===== src/rtl/fp_cvt.sv =====
// Purpose: convert a 12-bit two's-complement integer to an 8-bit sign/exponent/significand code.
// Latency: 1 cycle; D sampled on rising clk, S/E/F hold that conversion until the next edge.
// Backpressure: none; one conversion accepted and produced every cycle, no handshake.
module fp_cvt (
    input  logic        clk,
    input  logic        rst_n,
    input  logic [11:0] D,
    output logic        S,
    output logic [2:0]  E,
    output logic [3:0]  F
);

    // Combinational conversion path
    logic        w_sign;
    logic [11:0] w_mag;
    logic        w_min_neg;
    logic [3:0]  w_msb;
    logic [3:0]  w_e0;
    logic [3:0]  w_f0;
    logic [12:0] w_mag_ext;
    logic        w_rnd;
    logic [2:0]  w_e;
    logic [3:0]  w_f;

    // Registered result
    logic        r_s;
    logic [2:0]  r_e;
    logic [3:0]  r_f;

    assign w_sign    = D[11];
    assign w_mag     = w_sign ? (~D + 12'd1) : D;
    // -2048 has no positive 12-bit counterpart; its magnitude wraps to 0x800
    assign w_min_neg = (D == 12'h800);

    // Position of the most significant set bit of the magnitude (0 when mag is 0 or 1)
    always_comb begin
        w_msb = 4'd0;
        for (int i = 0; i < 12; i++) begin
            if (w_mag[i]) begin
                w_msb = 4'(i);
            end
        end
    end

    // Exponent puts the leading one at significand bit 3; small values stay denormal at E0=0.
    // This equals 8 - leading_zeros for the normalised range.
    assign w_e0 = (w_msb >= 4'd4) ? (w_msb - 4'd3) : 4'd0;

    // Significand is the 4-bit window starting at bit E0
    assign w_f0 = 4'(w_mag >> w_e0);

    // Rounding bit is the bit just below the window; the appended zero covers E0 = 0
    assign w_mag_ext = {w_mag, 1'b0};
    assign w_rnd     = 1'(w_mag_ext >> w_e0);

    // Round to nearest (ties up in magnitude), renormalise on significand overflow, saturate at the top code
    always_comb begin
        w_e = w_e0[2:0];
        w_f = w_f0;
        if (w_min_neg) begin
            w_e = 3'd7;
            w_f = 4'd15;
        end else if (w_rnd) begin
            if (w_f0 != 4'd15) begin
                w_f = w_f0 + 4'd1;
            end else if (w_e0 < 4'd7) begin
                w_f = 4'd8;
                w_e = w_e0[2:0] + 3'd1;
            end else begin
                w_f = 4'd15;
                w_e = 3'd7;
            end
        end
    end

    // Output register; reset clears immediately regardless of clk
    always_ff @(posedge clk or negedge rst_n) begin
        if (!rst_n) begin
            r_s <= 1'b0;
            r_e <= 3'd0;
            r_f <= 4'd0;
        end else begin
            r_s <= w_sign;
            r_e <= w_e;
            r_f <= w_f;
        end
    end

    assign S = r_s;
    assign E = r_e;
    assign F = r_f;

endmodule


===== config.mk =====
export PLATFORM = sky130hd
export DESIGN_NAME = fp_cvt
export DESIGN_NICKNAME = d
export VERILOG_FILES = /design/src/rtl/fp_cvt.sv
export SDC_FILE = /design/constraint.sdc
export NUM_CORES = 1
export LEC_CHECK = 0
export BUFFER_PORTS_ARGS = -buffer_cell sky130_fd_sc_hd__buf_2
export CAP_MARGIN = 5
export CORE_ASPECT_RATIO = 1.1
export CORE_MARGIN = 4
export CORE_UTILIZATION = 35
export CTS_CLUSTER_DIAMETER = 100
export CTS_CLUSTER_SIZE = 8
export DETAILED_ROUTE_END_ITERATION = 8
export PLACE_DENSITY_LB_ADDON = 0.2
export SLEW_MARGIN = 5
export SYNTH_ARGS = -nofsm -noshare
export SYNTH_HDL_FRONTEND = slang
export SYNTH_SLANG_ARGS = --single-unit
export TNS_END_PERCENT = 100

===== constraint.sdc =====
create_clock -name clk -period 0.8 [get_ports clk]
set_input_delay 0.16 -clock clk [delete_from_list [all_inputs] [get_ports clk]]
set_output_delay 0.16 -clock clk [all_outputs]
set_load 0.005 [all_outputs]

# Yosys cells after proc, flatten, opt, wreduce, memory -nomap -nowiden
# Cells that the tools add are included.
# totals
ff_bits	8
latchBits	0
ram_bits	0
romBits	0
inputBits	14
out_inout_bits	8
elab_cells	35
n_memories	0
# op_classes
n_addsub	4
n_mul	0
div	0
magnitude_cmp	2
n_eq_ne	2
shift	2
muxes	21
bitwise	1
reduce_logical	0
# op_table
cell	n
4-bit two-way mux	13
3-bit two-way mux	5
13-bit by 4-bit right shift with 1-bit output	1
12-bit by 1-bit adder with 12-bit output, second input constant	1
12-bit == test, second input constant	1
12-bit two-way mux	1
12-bit NOT	1
12-bit by 4-bit right shift with 4-bit output	1
4-bit by 1-bit adder with 4-bit output, second input constant	1
4-bit by 3-bit greater-or-equal comparator with 1-bit output, second input constant	1
4-bit by 3-bit less-than comparator with 1-bit output, second input constant	1
4-bit inequality test, second input constant	1
4-bit by 2-bit subtractor with 4-bit output, second input constant	1
3-bit by 1-bit adder with 3-bit output, second input constant	1
2-bit two-way mux	1
1-bit two-way mux	1

# Depth between registers and ports, before layout
# depth
ltp_word	21
ltp_mapped	22
ltp_nobuf	20

# Least setup slack after synthesis
# No wires, ideal clock.
# synth_path
kind	in2reg
from	in D[0]
to	reg r_f[0], in the netlist F[0]
setup_ns	0.124
arrival_ns	3.844
required_time_ns	0.676
setup_slack_ns	-3.167
cell_stages	20
n_path_buf	2
path_cell_list	buf_2 -> inv_1 -> ha_1 -> or3b_1 -> nand2_1 -> xnor2_1 -> a311o_1 -> a21oi_4 -> inv_2 -> ha_1 -> buf_2 -> nand2_1 -> a2111oi_0 -> nor4_2 -> inv_1 -> ha_1 -> inv_1 -> nor3b_2 -> mux2i_1 -> o21ai_1
# synth_via
elab_chain_cells	21
# synth_rtl
item	line	source
from (decl)	7	input logic [11:0] D,
12-bit NOT	31	assign w_mag = w_sign ? (~D + 12'd1) : D;
12-bit by 1-bit adder with 12-bit output	31	
12-bit two-way mux	31	
1-bit two-way mux	39	if (w_mag[i]) begin
2-bit two-way mux	39	
4-bit two-way mux (9 in series)	39	
4-bit by 2-bit subtractor with 4-bit output or 4-bit by 3-bit greater-or-equal comparator with 1-bit output (tied branches)	47	assign w_e0 = (w_msb >= 4'd4) ? (w_msb - 4'd3) : 4'd0;
4-bit two-way mux	47	
12-bit by 4-bit right shift with 4-bit output or 4-bit by 3-bit less-than comparator with 1-bit output (tied branches)	50, 66	
4-bit by 1-bit adder with 4-bit output (tied with other cells)	65	w_f = w_f0 + 4'd1;
4-bit two-way mux	64	if (w_f0 != 4'd15) begin
4-bit two-way mux	63	end else if (w_rnd) begin
4-bit two-way mux *	60	if (w_min_neg) begin
named net w_f[0]	23	logic [3:0] w_f;
to (signal assigned)	85	r_f <= w_f;
to (decl)	28	logic [3:0] r_f;
# Mark *: on every way through the listed nets, which the timed path passes. The rest lies on a longest branch.

# Worst setup path in the final report
# layout_path
from	in D[3]
to	reg r_f[0], in the netlist F[0]
# layout_via
elab_chain_cells	19
# layout_rtl
item	line
12-bit NOT	31
12-bit by 1-bit adder with 12-bit output	31
12-bit two-way mux	31
4-bit two-way mux (9 in series)	39
4-bit by 2-bit subtractor with 4-bit output or 4-bit by 3-bit greater-or-equal comparator with 1-bit output (tied branches)	47
4-bit two-way mux	47
12-bit by 4-bit right shift with 4-bit output or 4-bit by 3-bit less-than comparator with 1-bit output (tied branches)	50, 66
4-bit by 1-bit adder with 4-bit output (tied with other cells)	65
4-bit two-way mux	64
4-bit two-way mux	63
4-bit two-way mux *	60
named net w_f[0]	23
# Marks and branches as above.

==> results.md <==
- YS warnings: 0
- Die height: 78.5 um
- Failing checks: negative setup slack
- Area grow syn2layout: 79.7%
- CP Capture Type: flip-flop
- Part of the Yosys area used for sequential elements: 0.127
- Hold_ws: 0.301 ns
- Antenna Nets Post-Route: 0
- Die area: 5660 sq um
- Num CTS Buffers: 3
- Final net count: 338
- CP Max Fanout: 7
- I/O pins: 22
- Layout cells sized above 1: 0.566
- Top cells by area, synth: dfrtp_1 13%, mux2i_1 7.6%, nand3_1 4.1%, nor2_1 3.8%, nand2_1 3.6%
- # clock sinks: 8
- WP data arrival: 3.46 ns
- DPL Wire Length: 4600 um
- Port Buf Inserts: 21
- Final setup viols: 15
- Peak supply drop: 620 uV
- Fin crit share: 4.18
- Max_slew headroom: 0.495
- Synth Cell Area: 1580 sq um
- Final Critical Period: 3.35 ns
- Total Wirelength: 6110 um
- Synth area leader: dfrtp_1
- Hold Crit Start: D[11]
- Seq cells post-synth: 8
- DRT Pass-1 Iters: 4
- Wire length per cell: 16.4 um
- Met3 Use GR: 0.0243
- FP Rows: 25
- Pwr Total: 4040 uW
- DRC viols: 0
- Initial antenna violation count: 0
- Met1 usage in global routing: 0.260
- Fmax achieved: 299 MHz
- Worst-path clk slew: 0.04 ns
- Required @ worst endpoint: 0.91 ns
- Die Wd: 72.1 um
- DR iter-0 viols: 135
- Largest net degree at the start of global routing: 13
- Number of global-route vias before repair: 2082
- Root buf cell: clkbuf_8
- Slew @ Worst Pin: 0.751 ns
- Avg Cell Area, Syn: 7.36 sq um
- Slew Limit Fails: 0
- Max cap viols: 0
- Routing usage on met2: 0.404
- CP Class: primary input to flip-flop
- Leakage power: 0.00123 uW
- Post-Syn Instances: 215
- GRT Max-Usage Layer: met2
- Synth Flop Type: dfrtp_1
- # diodes: 0
- CTS tree: built
- Vias: 2088
- Core area: 4350 sq um
- Synth top area share: 0.127
- Hold Vio Cnt, Final: 0
- Routed vias/inst: 5.61
- CP startpoint: D[3]
- # H-tree levels: 1
- GPL Wtd Cong: 1.00
- Outcome: finished, violations left
- Count of cell types in the netlist: 65
- Worst setup slack after layout: -2.55 ns
- Number of synthesized flops with an enable pin: 0
- Clock buffer depth: 2
- Startpoint types: primary input
- RSZ-0062 raised after global routing: true
- GRT Residual Overflow: 0
- GRT Util Overall: 0.217
- Asr flop ratio synth: 1.00
- Syn_nets: 233
- First-pass GRT wire length: 9930 um
- Initial Util: 0.364
- Cell Pwr Density: 1420 nW/um^2
- HP Class: primary input to flip-flop
-- cells by family after synthesis --
family,share of synthesized area
flops,0.127
compound gates,0.294
buf+inv,0.0744
fa+ha+maj,0.0316
xor+xnor,0.0609
simple gates,0.316
mux,0.0973
-- state kept, by name, indices dropped and copies added (netlist names) --
name / cells
F: 4
E: 3
S: 1
-- cells in the final DEF, fill, tap and decap left out, types with 5 or more instances in the layout --
cell,instances
a21oi_1,8
buf_6,9
xor2_1,5
buf_2,17
buf_4,87
nor3_1,6
nand2_1,11
nor2_1,13
mux2i_1,9
xnor2_1,5
inv_4,5
inv_1,5
nand3_1,12
dfrtp_1,8
-- repair_timing --
item,CTS,global route
setup buffers,9,8
endpoints found under the hold margin,8,0
resized for setup,37,22
hold buffers,1,0
endpoints found under the setup margin,15,15
pin swaps,14,21
-- critical path, stage by stage --
cell,delay [ns]
buf_6,0.11
or4_4,0.62
nor4b_2,0.31
a21oi_1,0.11
o32ai_4,0.15
a21oi_4,0.10
inv_4,0.07
ha_4,0.15
mux2i_4,0.40
o21a_1,0.18
o21ai_0,0.08
o2bb2ai_1,0.15
inv_1,0.10
ha_4,0.16
inv_4,0.04
nor3b_4,0.21
mux2i_1,0.23
o21ai_1,0.09
-- routing by layer --
metal  share of wire  up-vias
li1                -     1022
met1            0.43      996
met2            0.53       58
met3           0.029       12
met4           0.018        0
met5               0        -
-- stage by stage --
stage          setup TNS [ns]  setup WS, ns  std cells   util  cell area, sq um
5_1_grt                -19.24         -2.71        372  0.654              2840
4_1_cts                -17.58         -2.52        364  0.615              2680
3_3_place_gp           -19.09         -2.80        352  0.551              2390
3_5_place_dp           -19.27         -2.86        352  0.551              2390
2_1_floorplan          -18.50         -2.75        215      -              1750
6_report               -17.91         -2.55        372  0.654              2840
-- worst paths after layout --
kind | end | slack (ns) | cells after the start
max | F[0] | -2.55 | 18
min in group asynchronous | F[1] | 0.31 | 2
max in group asynchronous | E[2] | 0.31 | 2
min | S | 0.30 | 2
-- power by group --
part	leakage, uW	internal [uW]	total [uW]	switching, uW
logic	0.00111	1530	2970	1440
registers	0.0000913	528	561	32.8
clock network	0.0000216	328	503	176
-- area by class of cell --
cell class	count	area, sq um
Fill cell	352	1510
Inverter	13	61.3
Tap cell	54	67.6
Clock buffer	3	41.3
Timing Repair Buffer	116	880
Multi-Input combinational cell	178	1590
Sequential cell	8	200
-- cell usage after synthesis, types with 3 or more instances --
cell and instances:
a21oi_1 9, a31oi_1 3, buf_2 7, clkbuf_1 7, dfrtp_1 8, ha_1 4, inv_1 9, inv_2 4
mux2_2 3, mux2i_1 12, nand2_1 15, nand2b_1 3, nand3_1 13, nor2_1 16, nor3_1 9, nor4_1 4
nor4_2 3, o21a_1 3, o21ai_0 5, o21ai_1 4, o21bai_1 3, o2bb2ai_1 3, or4_1 3, xnor2_1 6
xor2_1 5
Note: power is estimated with default switching activity, not from simulation.
